$ cat src/rtl/fetch_pkg.sv
`default_nettype none
// ============================================================================
// Module      : fetch_pkg
// Description : Shared types and constants for the IF/ID fetch buffer.
// Revision    : 1.0 - initial release
// ============================================================================
package fetch_pkg;

   localparam logic [31:0] NOP_INST_DEFAULT = 32'h0000_0013;

   typedef struct packed {
      logic [31:0] pc;
      logic [31:0] inst;
   } fetch_entry_t;

endpackage : fetch_pkg
`default_nettype wire

$ cat src/rtl/if_id_fetch_buffer.sv
`default_nettype none
// ============================================================================
// Module      : if_id_fetch_buffer
// Description : DEPTH-entry valid/ready FIFO between fetch and decode with
//               flush and NOP insertion while empty.
// Revision    : 1.0 - initial release
// ============================================================================
module if_id_fetch_buffer
   import fetch_pkg::*;
#(
   parameter int              XLEN     = 32,
   parameter int              DEPTH    = 2,
   parameter logic [XLEN-1:0] NOP_INST = XLEN'(NOP_INST_DEFAULT)
) (
   input  logic                       clk,
   input  logic                       rst,
   input  logic                       flush,
   input  logic                       in_valid,
   output logic                       in_ready,
   input  logic [XLEN-1:0]            pc_in,
   input  logic [XLEN-1:0]            inst_in,
   output logic                       out_valid,
   input  logic                       out_ready,
   output logic [XLEN-1:0]            pc_out,
   output logic [XLEN-1:0]            inst_out,
   output logic [$clog2(DEPTH+1)-1:0] occupancy
);

   localparam int                 PTR_W = (DEPTH > 1) ? $clog2(DEPTH) : 1;
   localparam int                 CNT_W = $clog2(DEPTH + 1);
   localparam logic [PTR_W-1:0]   C_LAST_PTR = PTR_W'(DEPTH - 1);
   localparam logic [CNT_W-1:0]   C_DEPTH    = CNT_W'(DEPTH);

   logic [XLEN-1:0]  pc_mem_q   [DEPTH];
   logic [XLEN-1:0]  inst_mem_q [DEPTH];
   logic [PTR_W-1:0] rd_ptr_q, rd_ptr_d;
   logic [PTR_W-1:0] wr_ptr_q, wr_ptr_d;
   logic [CNT_W-1:0] count_q,  count_d;
   logic             push, pop;

   // in_ready depends on registered count only, so a full buffer takes one bubble
   assign in_ready  = (count_q < C_DEPTH);
   assign out_valid = (count_q != '0);
   assign push      = in_valid & in_ready & ~flush;
   assign pop       = out_valid & out_ready & ~flush;
   assign occupancy = count_q;
   assign pc_out    = out_valid ? pc_mem_q[rd_ptr_q]   : '0;
   assign inst_out  = out_valid ? inst_mem_q[rd_ptr_q] : NOP_INST;

   always_comb begin
      rd_ptr_d = rd_ptr_q;
      wr_ptr_d = wr_ptr_q;
      count_d  = count_q;
      if (flush) begin
         rd_ptr_d = '0;
         wr_ptr_d = '0;
         count_d  = '0;
      end else begin
         if (push) wr_ptr_d = (wr_ptr_q == C_LAST_PTR) ? '0 : wr_ptr_q + 1'b1;
         if (pop)  rd_ptr_d = (rd_ptr_q == C_LAST_PTR) ? '0 : rd_ptr_q + 1'b1;
         case ({push, pop})
            2'b10:   count_d = count_q + 1'b1;
            2'b01:   count_d = count_q - 1'b1;
            default: count_d = count_q;
         endcase
      end
   end

   always_ff @(posedge clk or negedge rst) begin
      if (!rst) begin
         rd_ptr_q <= '0;
         wr_ptr_q <= '0;
         count_q  <= '0;
      end else begin
         rd_ptr_q <= rd_ptr_d;
         wr_ptr_q <= wr_ptr_d;
         count_q  <= count_d;
      end
   end

   // Storage carries no reset; outputs are masked while empty
   always_ff @(posedge clk) begin
      if (push) begin
         pc_mem_q[wr_ptr_q]   <= pc_in;
         inst_mem_q[wr_ptr_q] <= inst_in;
      end
   end

   a_count_bound : assert property (@(posedge clk) disable iff (!rst) count_q <= C_DEPTH);
   a_no_underflow : assert property (@(posedge clk) disable iff (!rst) !(pop && count_q == '0));
   a_no_overflow  : assert property (@(posedge clk) disable iff (!rst) !(push && count_q == C_DEPTH));

endmodule : if_id_fetch_buffer
`default_nettype wire

$ cat config.mk
export PLATFORM = sky130hd
export DESIGN_NAME = if_id_fetch_buffer
export DESIGN_NICKNAME = d
export VERILOG_FILES = /design/src/rtl/fetch_pkg.sv /design/src/rtl/if_id_fetch_buffer.sv
export SDC_FILE = /design/constraint.sdc
export NUM_CORES = 1
export LEC_CHECK = 0
export CAP_MARGIN = 20
export CORE_MARGIN = 2
export CORE_UTILIZATION = 48
export CTS_BUF_LIST = sky130_fd_sc_hd__clkbuf_16
export DETAILED_ROUTE_END_ITERATION = 8
export GPL_TIMING_DRIVEN = 0
export PLACE_DENSITY = 0.86
export RECOVER_POWER = 50
export SYNTH_ARGS = -nofsm -noshare
export SYNTH_HDL_FRONTEND = slang
export SYNTH_SLANG_ARGS = --single-unit
$ cat constraint.sdc
create_clock -name clk -period 6.9 [get_ports clk]
set_input_delay 1.035 -clock clk [delete_from_list [all_inputs] [get_ports clk]]
set_output_delay 1.035 -clock clk [all_outputs]
set_load 0.03 [all_outputs]
# Word-level counts from Yosys, hierarchy flattened
# Memories as Yosys holds them, arrays and structs flattened.
# Cells that the tools add are included.
word_totals:
  in_bits: 69
  out_inout_bits: 68
  n_memories: 2
  ram_bits: 128
  register_bits: 4
  wordCells: 33
mem_list:
  columns: ["memory", "words", "width", "rd", "rd_ports_with_merged_regs", "wr", "line_no", "rtl"]
  rows:
  - ["inst_mem_q", 2, 32, 1, 0, 1, "if_id_fetch_buffer.sv:35", "logic [XLEN-1:0] inst_mem_q [DEPTH];"]
  - ["pc_mem_q", 2, 32, 1, 0, 1, "if_id_fetch_buffer.sv:34", "logic [XLEN-1:0] pc_mem_q [DEPTH];"]
op_classes:
  magnitude_cmp: 1
  n_reduce_logical: 4
  addsub: 4
  eq_ne: 2
  n_bitwise: 5
  muxes: 12
ops:
  columns: ["operator", "n"]
  rows:
  - ["32-bit two-way mux", 2]
  - ["1-bit two-way mux", 8]
  - ["2-bit nonzero test", 3]
  - ["1-bit AND", 4]
  - ["2-bit one-hot mux with 2 select lines", 1]
  - ["3-bit nonzero test", 1]
  - ["1-bit adder (second input constant)", 2]
  - ["2-bit by 1-bit adder with 2-bit output (second input constant)", 1]
  - ["2-bit by 1-bit == test with 1-bit output (second input constant)", 1]
  - ["2-bit == test (second input constant)", 1]
  - ["2-bit < comparator (second input constant)", 1]
  - ["2-bit two-way mux", 1]
  - ["2-bit by 1-bit subtractor with 2-bit output (second input constant)", 1]
  - ["1-bit NOT", 1]

# Longest topological paths before layout
# Gate-level depths: netlist of the first run.
logic_depth:
  word_depth: 6
  depth_mapped: 4
  ltp_nobuf: 3

# Worst setup path after synthesis of the first run
# No wires, ideal clock.
synth_timing:
  kind: "input -> register"
  startpoint: "input in_valid"
  endpoint: "memory inst_mem_q[1][0] (enable)"
  slack_ns: 0.545
  path_buffers: 0
  path_stages: 2
  required_ns: 6.322
  arrival_ns: 5.777
  setup_ns: 0.578
  cell_sequence: "nand2b_4 nor3b_1"
synth_between:
  elab_chain_len: 4
synth_rtl:
  columns: ["item", "line_no", "rtl"]
  rows:
  - ["from (decl)", "if_id_fetch_buffer.sv:18", "input logic in_valid,"]
  - ["1-bit AND (2 in series)", "if_id_fetch_buffer.sv:44", "assign push = in_valid & in_ready & ~flush;"]
  - ["1-bit two-way mux", "if_id_fetch_buffer.sv:83", "if (push) begin"]
  - ["1-bit two-way mux (not written as such)", "if_id_fetch_buffer.sv:85", "inst_mem_q[wr_ptr_q] <= inst_in;"]
  - ["to (decl)", "if_id_fetch_buffer.sv:35", null]
# No other way between the ends.

# Worst setup path after layout of the first run
layout_timing:
  startpoint: "input in_valid"
  endpoint: "memory inst_mem_q[1][19] (enable)"
# Same word-level chain as after synthesis.

==> results of run 1 <==
[registers in the layout, summed over array words and instances, names as in the netlist]
| signal | flops |
|---|---|
| rd_ptr_q | 1 |
| pc_mem_q | 64 |
| occupancy | 2 |
| wr_ptr_q | 1 |
| inst_mem_q | 64 |
[final timing paths]
check                           slack, ns           endpoint         start  cells after the start
worst max-delay path                 3.39  inst_mem_q[1][19]      in_valid                      6
worst min-delay path                 0.59           wr_ptr_q      wr_ptr_q                      2
worst max register to register       4.05  inst_mem_q[1][19]  occupancy[1]                      5
worst min register to register       0.59           wr_ptr_q      wr_ptr_q                      2
max in group asynchronous            5.81           rd_ptr_q           rst                      1
min in group asynchronous            0.91           wr_ptr_q           rst                      1
[power groups by stage]
stage               clock network, mW  logic (mW)  registers, mW
floorplan                           0       0.137          0.946
global placement                    0       0.250          0.947
detailed placement                  0       0.266          0.942
CTS                             0.975       0.268          0.926
global route                     1.02       0.271          0.928
finish                          0.957       0.254          0.926
[through the flow]
step                      area [sq um]  utilization
after floorplan                   5050            -
after global placement            6590        0.641
after detailed placement          6740        0.656
after CTS                         7380        0.718
after global routing              7340        0.714
final                             7340        0.714
[layout by cell type, fill, tap and decap left out]
cell             instances
clkinv_1                 2
nor2_1                  63
buf_8                    3
clkinv_2                 2
clkinv_4                 2
nor2_2                   1
clkbuf_16               17
buf_2                    7
nand2b_1                 2
o21ai_1                  1
dfrtp_1                  4
buf_4                    1
nor3b_1                  1
clkinvlp_4               2
nor3_1                   1
dlygate4sd3_1           67
clkbuf_1                 3
edfxtp_1               128
buf_6                   11
xor2_1                   2
and2b_4                  1
nand2_1                  4
bufinv_16                5
inv_1                    3
nor2b_1                  1
mux2_4                   1
clkdlybuf4s50_1         69
mux2i_1                 64
inv_6                    1
o21ai_0                  1
a21oi_1                  2
[cell families after synthesis]
family                 after synthesis  synth area share
XOR/XNOR                             2           0.00347
buffers and inverters               15            0.0210
AND/OR/NAND/NOR                     74            0.0607
multiplexers                        65             0.130
flip-flops                         132             0.780
AO/OA/AOI/OAI                        4           0.00470
[tightest hold or removal path, stage by stage, from the launching register on]
cell and delay [ns]:
dfrtp_1 0.38, xor2_1 0.08, nor2_1 0.08
[layout make-up]
cell class                      instances  area [sq um]  area share
Clock inverter                         15           213      0.0290
Clock buffer                           17           425      0.0580
Buffer                                 13          98.8      0.0135
Tap cell                              136           170      0.0232
Timing Repair Buffer                  148          1490       0.202
Sequential cell                       132          3940       0.538
Multi-Input combinational cell        145           992       0.135
Inverter                                2          7.51     0.00102
[routing by layer]
metal / global-route usage / share of wire
met1: 0.216 / 0.40
met2: 0.331 / 0.54
met3: 0.0626 / 0.054
met4: 0.0761 / 0.012
met5: 0 / 0.0013
==> flow_summary.ini, run 1 <==
[worst_setup_path]
critPathKind = in2reg
slowest_delay_ns = 1.03
crit_family = buffers and inverters
cp_cell_sequence = dlygate4sd3_1, nand2b_1, nor3b_1, clkbuf_1, buf_6, buf_8
critPathSlowestCell = nor3b_1
crit_path_max_fanout = 12
critPathCaptureType = flip-flop
path_buf_inv = 4
worstSetupStartpointType = input port
arrival_ns = 3.63
required_ns = 7.02

[power_and_ir_drop]
p_comb_frac = 0.119
p_clk_frac = 0.448
ir_drop_mv = 0.189
p_int_mw = 1.67
power_frac_seq = 0.433
powerDensity_nw_per_um2 = 291
p_sw_mw = 0.470
power_mw = 2.14
cellLeakagePower_nw = 2.51
swShare = 0.220

[timing]
maxSlewHeadroom = 0.167
max_freq_mhz = 285
hold_viol = 0
final.setup.tns_ns = 0
setup_violations = 0
whs_ns = 0.590
worst_pin_slew_ns = 1.25
slew_violations = 0
period_share = 0.509
rsz0062_at_grt = false
final.min_clock_period_ns = 3.51
skew_ns = 0.00982
setup_slack_ns = 3.39

[clock_tree]
post_cts_resize_count = 0
numCtsBuffers = 17
clock-sinks = 132
postCtsSetupBuffers = 0
insertion_delay_ns = 0.41
cts-root-buf = clkbuf_16
clkTransAtPathRegs_ns = 0.05
cts_tree = yes
cts_buffer_depth = 2
cts_hold_buf = 0
htreeDepth = 4

[global_route]
grt_pass1_wl_mm = 16.0
antenna_found_initial = 1
grt_pass1_vias = 3255
grt_overflow = 0
grt_max_degree = 17
grt_usage = 0.190

[placement]
place_inst = 576
hpwlAfterDp_mm = 7.06
place_congestion = 0.678
dp_slack_ns = 3.66
placement.io_buffers = 136

[routing]
ant_nets = 0
wl_mm = 10.1
dr_total_vias = 2988
dr.pass1.iters = 4
wl_per_cell_um = 16.6
first_iter_violations = 112
post-route-drc-count = 0
vias_per_cell = 4.91

[floorplan]
fp.coreArea_sq_um = 10300
die_area_sq_um = 11400
die_h_um = 107
ioPinCount = 137
rows = 37
die_x_um = 107
start_util = 0.492

[logic_synthesis]
synth_top_area_frac = 0.761
synth.most_common_cell = edfxtp_1
syn_nets = 361
syn_avg_cell_area_sq_um = 17.3
yosysUniqueCellTypes = 22
yosys_warnings = 0
synthTopCellsByCount = edfxtp_1 (128), mux2i_1 (64), nor2_1 (63), buf_2 (7), buf_6 (5)
yosys_register_bits = 132
synth_top_area_cell = edfxtp_1
synth_ff_type = edfxtp_1
synth_edf_count = 128
syn-cell-area_sq_um = 5050
synthCells = 292
ys_seq_area_frac = 0.780
synth_area_leaders = edfxtp_1 (76%), mux2i_1 (13%), nor2_1 (4.7%), dfrtp_1 (2.0%), buf_6 (1.1%)
synthArstFlopShare = 0.0303

[worst_hold_path]
hp-class = reg2reg

[cells_and_area]
num_antenna_cells = 0
area_delta_synth_final_pct = 45.2
fin_nets = 528
drive_above_1_share = 0.114
fin_cells = 608
fillCellCount = 687

[flow_run]
drv_cap = 0

[run_status]
status = finished clean
No activity file was read; power rests on OpenSTA's default activity.
==> run 2, diff against run 1 <==
CORE_UTILIZATION = 43   (was 48)
PLACE_DENSITY = 0.81   (was 0.86)
clock period = 2.9 ns   (was 6.9 ns; I/O delays follow)
==> run 2 against run 1 <==
Compared with the run above: critical path type is now reg2out; die area is 11% higher; largest power group is now sequential cells; utilization is 7.5 points lower; clock skew shrank 0.0041 ns.
==> flow_summary.ini, run 2 (synthesis results as in run 1) <==
[worst_setup_path]
rrSetupSlack_ns = 0.26
required_ns = 2.47
critPathKind = reg2out
crit_path_max_fanout = 10
rr_worst_depth = 3
worstSetupStartpointType = flip-flop
r2r_start = occupancy[1]
critPathCaptureType = primary output
arrival_ns = 2.28
r2r_end = inst_mem_q[0][5]

[placement]
place_congestion = 0.749
hpwlAfterDp_mm = 6.81
placed_area_sq_um = 6760
placement.io_buffers = 136

[power_and_ir_drop]
ir_drop_mv = 0.388
cellLeakagePower_nw = 2.49
power_mw = 5.00
powerDensity_nw_per_um2 = 682

[clock_tree]
numCtsBuffers = 17
htreeDepth = 4
insertion_delay_ns = 0.40
clkTransAtPathRegs_ns = 0.05
postCtsSetupBuffers = 0
cts-root-buf = clkbuf_16
cts_tree = yes
cts_buffer_depth = 2
post_cts_resize_count = 0
clock-sinks = 132
cts_hold_buf = 0

[global_route]
grt_pass1_vias = 3134
grt_overflow = 0
grt_max_degree = 20
antenna_found_initial = 1
grt_pass1_wl_mm = 15.5
grt_usage = 0.163

[routing]
first_iter_violations = 111
wl_per_cell_um = 16.3
vias_per_cell = 4.84
dr_total_vias = 2952
ant_nets = 0
wl_met2_mm = 5.20
wl_met1_mm = 4.11
dr.pass1.iters = 4
wl_mm = 9.92
wl_met3_um = 497
routed.top_layer = met4
post-route-drc-count = 0

[floorplan]
start_util = 0.441
die_h_um = 112
rows = 39
fp.coreArea_sq_um = 11500
ioPinCount = 137
die_area_sq_um = 12600
die_x_um = 112

[cells_and_area]
final_cell_area_sq_um = 7330
drive_above_1_share = 0.112
final_util = 0.639
fin_nets = 523
area_delta_synth_final_pct = 45.0
final_cell_mix = edfxtp_1 (128), clkdlybuf4s50_1 (70), dlygate4sd3_1 (66)
final_common_cell = edfxtp_1

[timing]
rsz0062_at_grt = false
skew_ns = 0.00576
max_freq_mhz = 368
setup_violations = 0
slew_violations = 0
period_share = 0.937
hold_viol = 0
final.min_clock_period_ns = 2.72
maxSlewHeadroom = 0.0923
worst_pin_slew_ns = 1.36

[worst_hold_path]
hp-class = in2async

[run_status]
status = finished clean

[flow_run]
drv_cap = 0
## run 2: cell count changes in the layout (fill, tap and decap cells not counted), sizes merged
cell           delta
diode             +1
clkdlybuf4s50     +1
bufinv            -1
dlygate4sd3       -1
clkbuf            -2
buf               -3
## run 2: layer usage
metal	vias to the layer above	global-route usage
met2	96	0.278
met1	1429	0.194
li1	1415	-
met4	0	0.0537
met3	12	0.0562
met5	-	0
## run 2: area by class of cell
cell class | instances | area [sq um]
Sequential cell | 132 | 3940
Clock inverter | 14 | 190
Tap cell | 143 | 179
Inverter | 2 | 7.51
Antenna cell | 1 | 2.50
Fill cell | 823 | 4140
Multi-Input combinational cell | 145 | 1000
Clock buffer | 17 | 425
Timing Repair Buffer | 143 | 1480
Buffer | 13 | 98.8
## run 2: metrics by stage
step	hold WS (ns)	setup TNS [ns]	setup slack [ns]	cells
after floorplan	0.139	0	0.0267	292
after global placement	0.599	-136.91	-1.13	571
after detailed placement	0.630	0	0.171	578
after CTS	0.228	0	0.104	609
after global routing	0.300	0	0.0417	610
final	0.317	0	0.182	610
## run 2: how the worst max path moves through the flow
stage	startpoint	to	cells after the start
finish	occupancy[1]	pc_out[25]	4
global route	occupancy[1]	pc_out[25]	4
CTS	occupancy[1]	pc_out[22]	4
detailed placement	in_valid	inst_mem_q[1][16]	5
global placement	in_valid	inst_mem_q[1][16]	3
floorplan	occupancy[1]	inst_mem_q[1][0]	2
## run 2: power by group
group / switching (mW) / internal (mW)
Sequential: 0.0202 / 2.18
Clock: 0.762 / 1.43
Combinational: 0.336 / 0.271
## run 2: critical path: stages (launching register included)
cell,delay (ns)
dfrtp_1,0.45
nor2_2,0.40
buf_2,0.32
nor2_1,0.08
clkdlybuf4s50_1,0.64
==> run 3, diff against run 2 <==
PLACE_DENSITY = 0.73   (was 0.81)
SLEW_MARGIN = 30   (was unset)
==> run 3 against run 2 <==
Compared with the run above: critical path depth stayed put; via count is 1.7% higher; final cell count is 0.82% higher; final area is 0.27% lower; global-route usage is 0.28 points lower; worst setup slack better by 0.016 ns.
==> flow_summary.ini, run 3 (synthesis results as in run 1) <==
[run_status]
status = finished clean

[worst_setup_path]
path_depth = 4
crit_path_max_fanout = 10
crit_family = buffers and inverters
worstSetupStartpointType = flip-flop
arrival_ns = 2.27
r2r_end = pc_mem_q[0][31]
critPathKind = reg2out
rr_worst_depth = 5
critPathCaptureType = primary output
r2r_start = occupancy[1]
required_ns = 2.47
rrSetupSlack_ns = 0.41
slowest_delay_ns = 0.63
path_buf_inv = 2
cp_cell_sequence = nor2_2, buf_2, nor2_1, clkdlybuf4s50_1
critPathSlowestCell = clkdlybuf4s50_1

[clock_tree]
cts_buffer_depth = 2
numCtsBuffers = 17
cts_hold_buf = 0
insertion_delay_ns = 0.40
postCtsSetupBuffers = 0
clkTransAtPathRegs_ns = 0.06
post_cts_resize_count = 0
cts-root-buf = clkbuf_16
htreeDepth = 4
cts_tree = yes
clock-sinks = 132

[routing]
ant_nets = 0
dr_total_vias = 3001
vias_per_cell = 4.88
dr.pass1.iters = 4
wl_per_cell_um = 16.1
wl_mm = 9.90
post-route-drc-count = 0
first_iter_violations = 87

[cells_and_area]
drive_above_1_share = 0.119
fin_cells = 615
final_cell_area_sq_um = 7310
fin_nets = 526
final_util = 0.637
final_common_cell = edfxtp_1
final_cell_mix = edfxtp_1 (128), clkdlybuf4s50_1 (70), dlygate4sd3_1 (66)
area_delta_synth_final_pct = 44.6
fillCellCount = 858

[timing]
rsz0062_at_grt = false
worst_pin_slew_ns = 1.02
setup_slack_ns = 0.198
hold_viol = 0
whs_ns = 0.301
maxSlewHeadroom = 0.312
slew_violations = 0
final.setup.tns_ns = 0
final.min_clock_period_ns = 2.70
skew_ns = 0.00875
max_freq_mhz = 370
period_share = 0.932
setup_violations = 0

[floorplan]
die_x_um = 112
die_h_um = 112
ioPinCount = 137
die_area_sq_um = 12600
rows = 39
start_util = 0.441
fp.coreArea_sq_um = 11500

[placement]
placed_area_sq_um = 6740
place_congestion = 0.761
dp_slack_ns = 0.477
hpwlAfterDp_mm = 7.04
placement.io_buffers = 136
place_inst = 581

[global_route]
use_met3 = 0.0443
grt_max_degree = 17
antenna_found_initial = 2
use_met1 = 0.181
grt_usage = 0.160
busiest_layer = met2
grt_pass1_vias = 3173
grtUsageMet2 = 0.286
grt_pass1_wl_mm = 15.3
grt_overflow = 0

[power_and_ir_drop]
cellLeakagePower_nw = 2.50
power_mw = 4.90
powerDensity_nw_per_um2 = 670
ir_drop_mv = 0.374

[worst_hold_path]
hp-class = in2async

[flow_run]
drv_cap = 0
## run 3: changes by cell type in the layout (fill, tap and decap cells not counted), sizes merged
cell and change:
buf +3, clkinv +3, bufinv -1, diode +1, clkinvlp -1
## run 3: report_power, final
| group | internal, mW | switching [mW] | leakage [nW] |
|---|---|---|---|
| Combinational | 0.271 | 0.336 | 0.980 |
| Clock | 1.34 | 0.750 | 0.297 |
| Sequential | 2.18 | 0.0204 | 1.23 |
## run 3: worst max path at each step
stage | start | endpoint | slack (ns)
6_report | occupancy[1] | inst_out[2] | 0.20
3_3_place_gp | in_valid | inst_mem_q[1][27] | -1.17
5_1_grt | occupancy[1] | pc_out[1] | 0.05
4_1_cts | occupancy[1] | inst_out[2] | 0.13
2_1_floorplan | occupancy[1] | inst_mem_q[1][0] | 0.03
3_5_place_dp | in_valid | inst_mem_q[1][27] | 0.48
## run 3: layout make-up
cell class / instances / area, sq um / share of cell area
Antenna cell: 2 / 5.00 / 0.000685
Buffer: 13 / 98.8 / 0.0135
Clock buffer: 17 / 425 / 0.0582
Clock inverter: 15 / 168 / 0.0229
Inverter: 2 / 7.51 / 0.00103
Multi-Input combinational cell: 145 / 1000 / 0.137
Sequential cell: 132 / 3940 / 0.540
Tap cell: 143 / 179 / 0.0245
Timing Repair Buffer: 146 / 1480 / 0.202
## run 3: routing by layer
layer  part of all wire  wire (um)
met2               0.53       5220
met5                  0          0
met3              0.050        496
met1               0.41       4050
met4              0.013        128
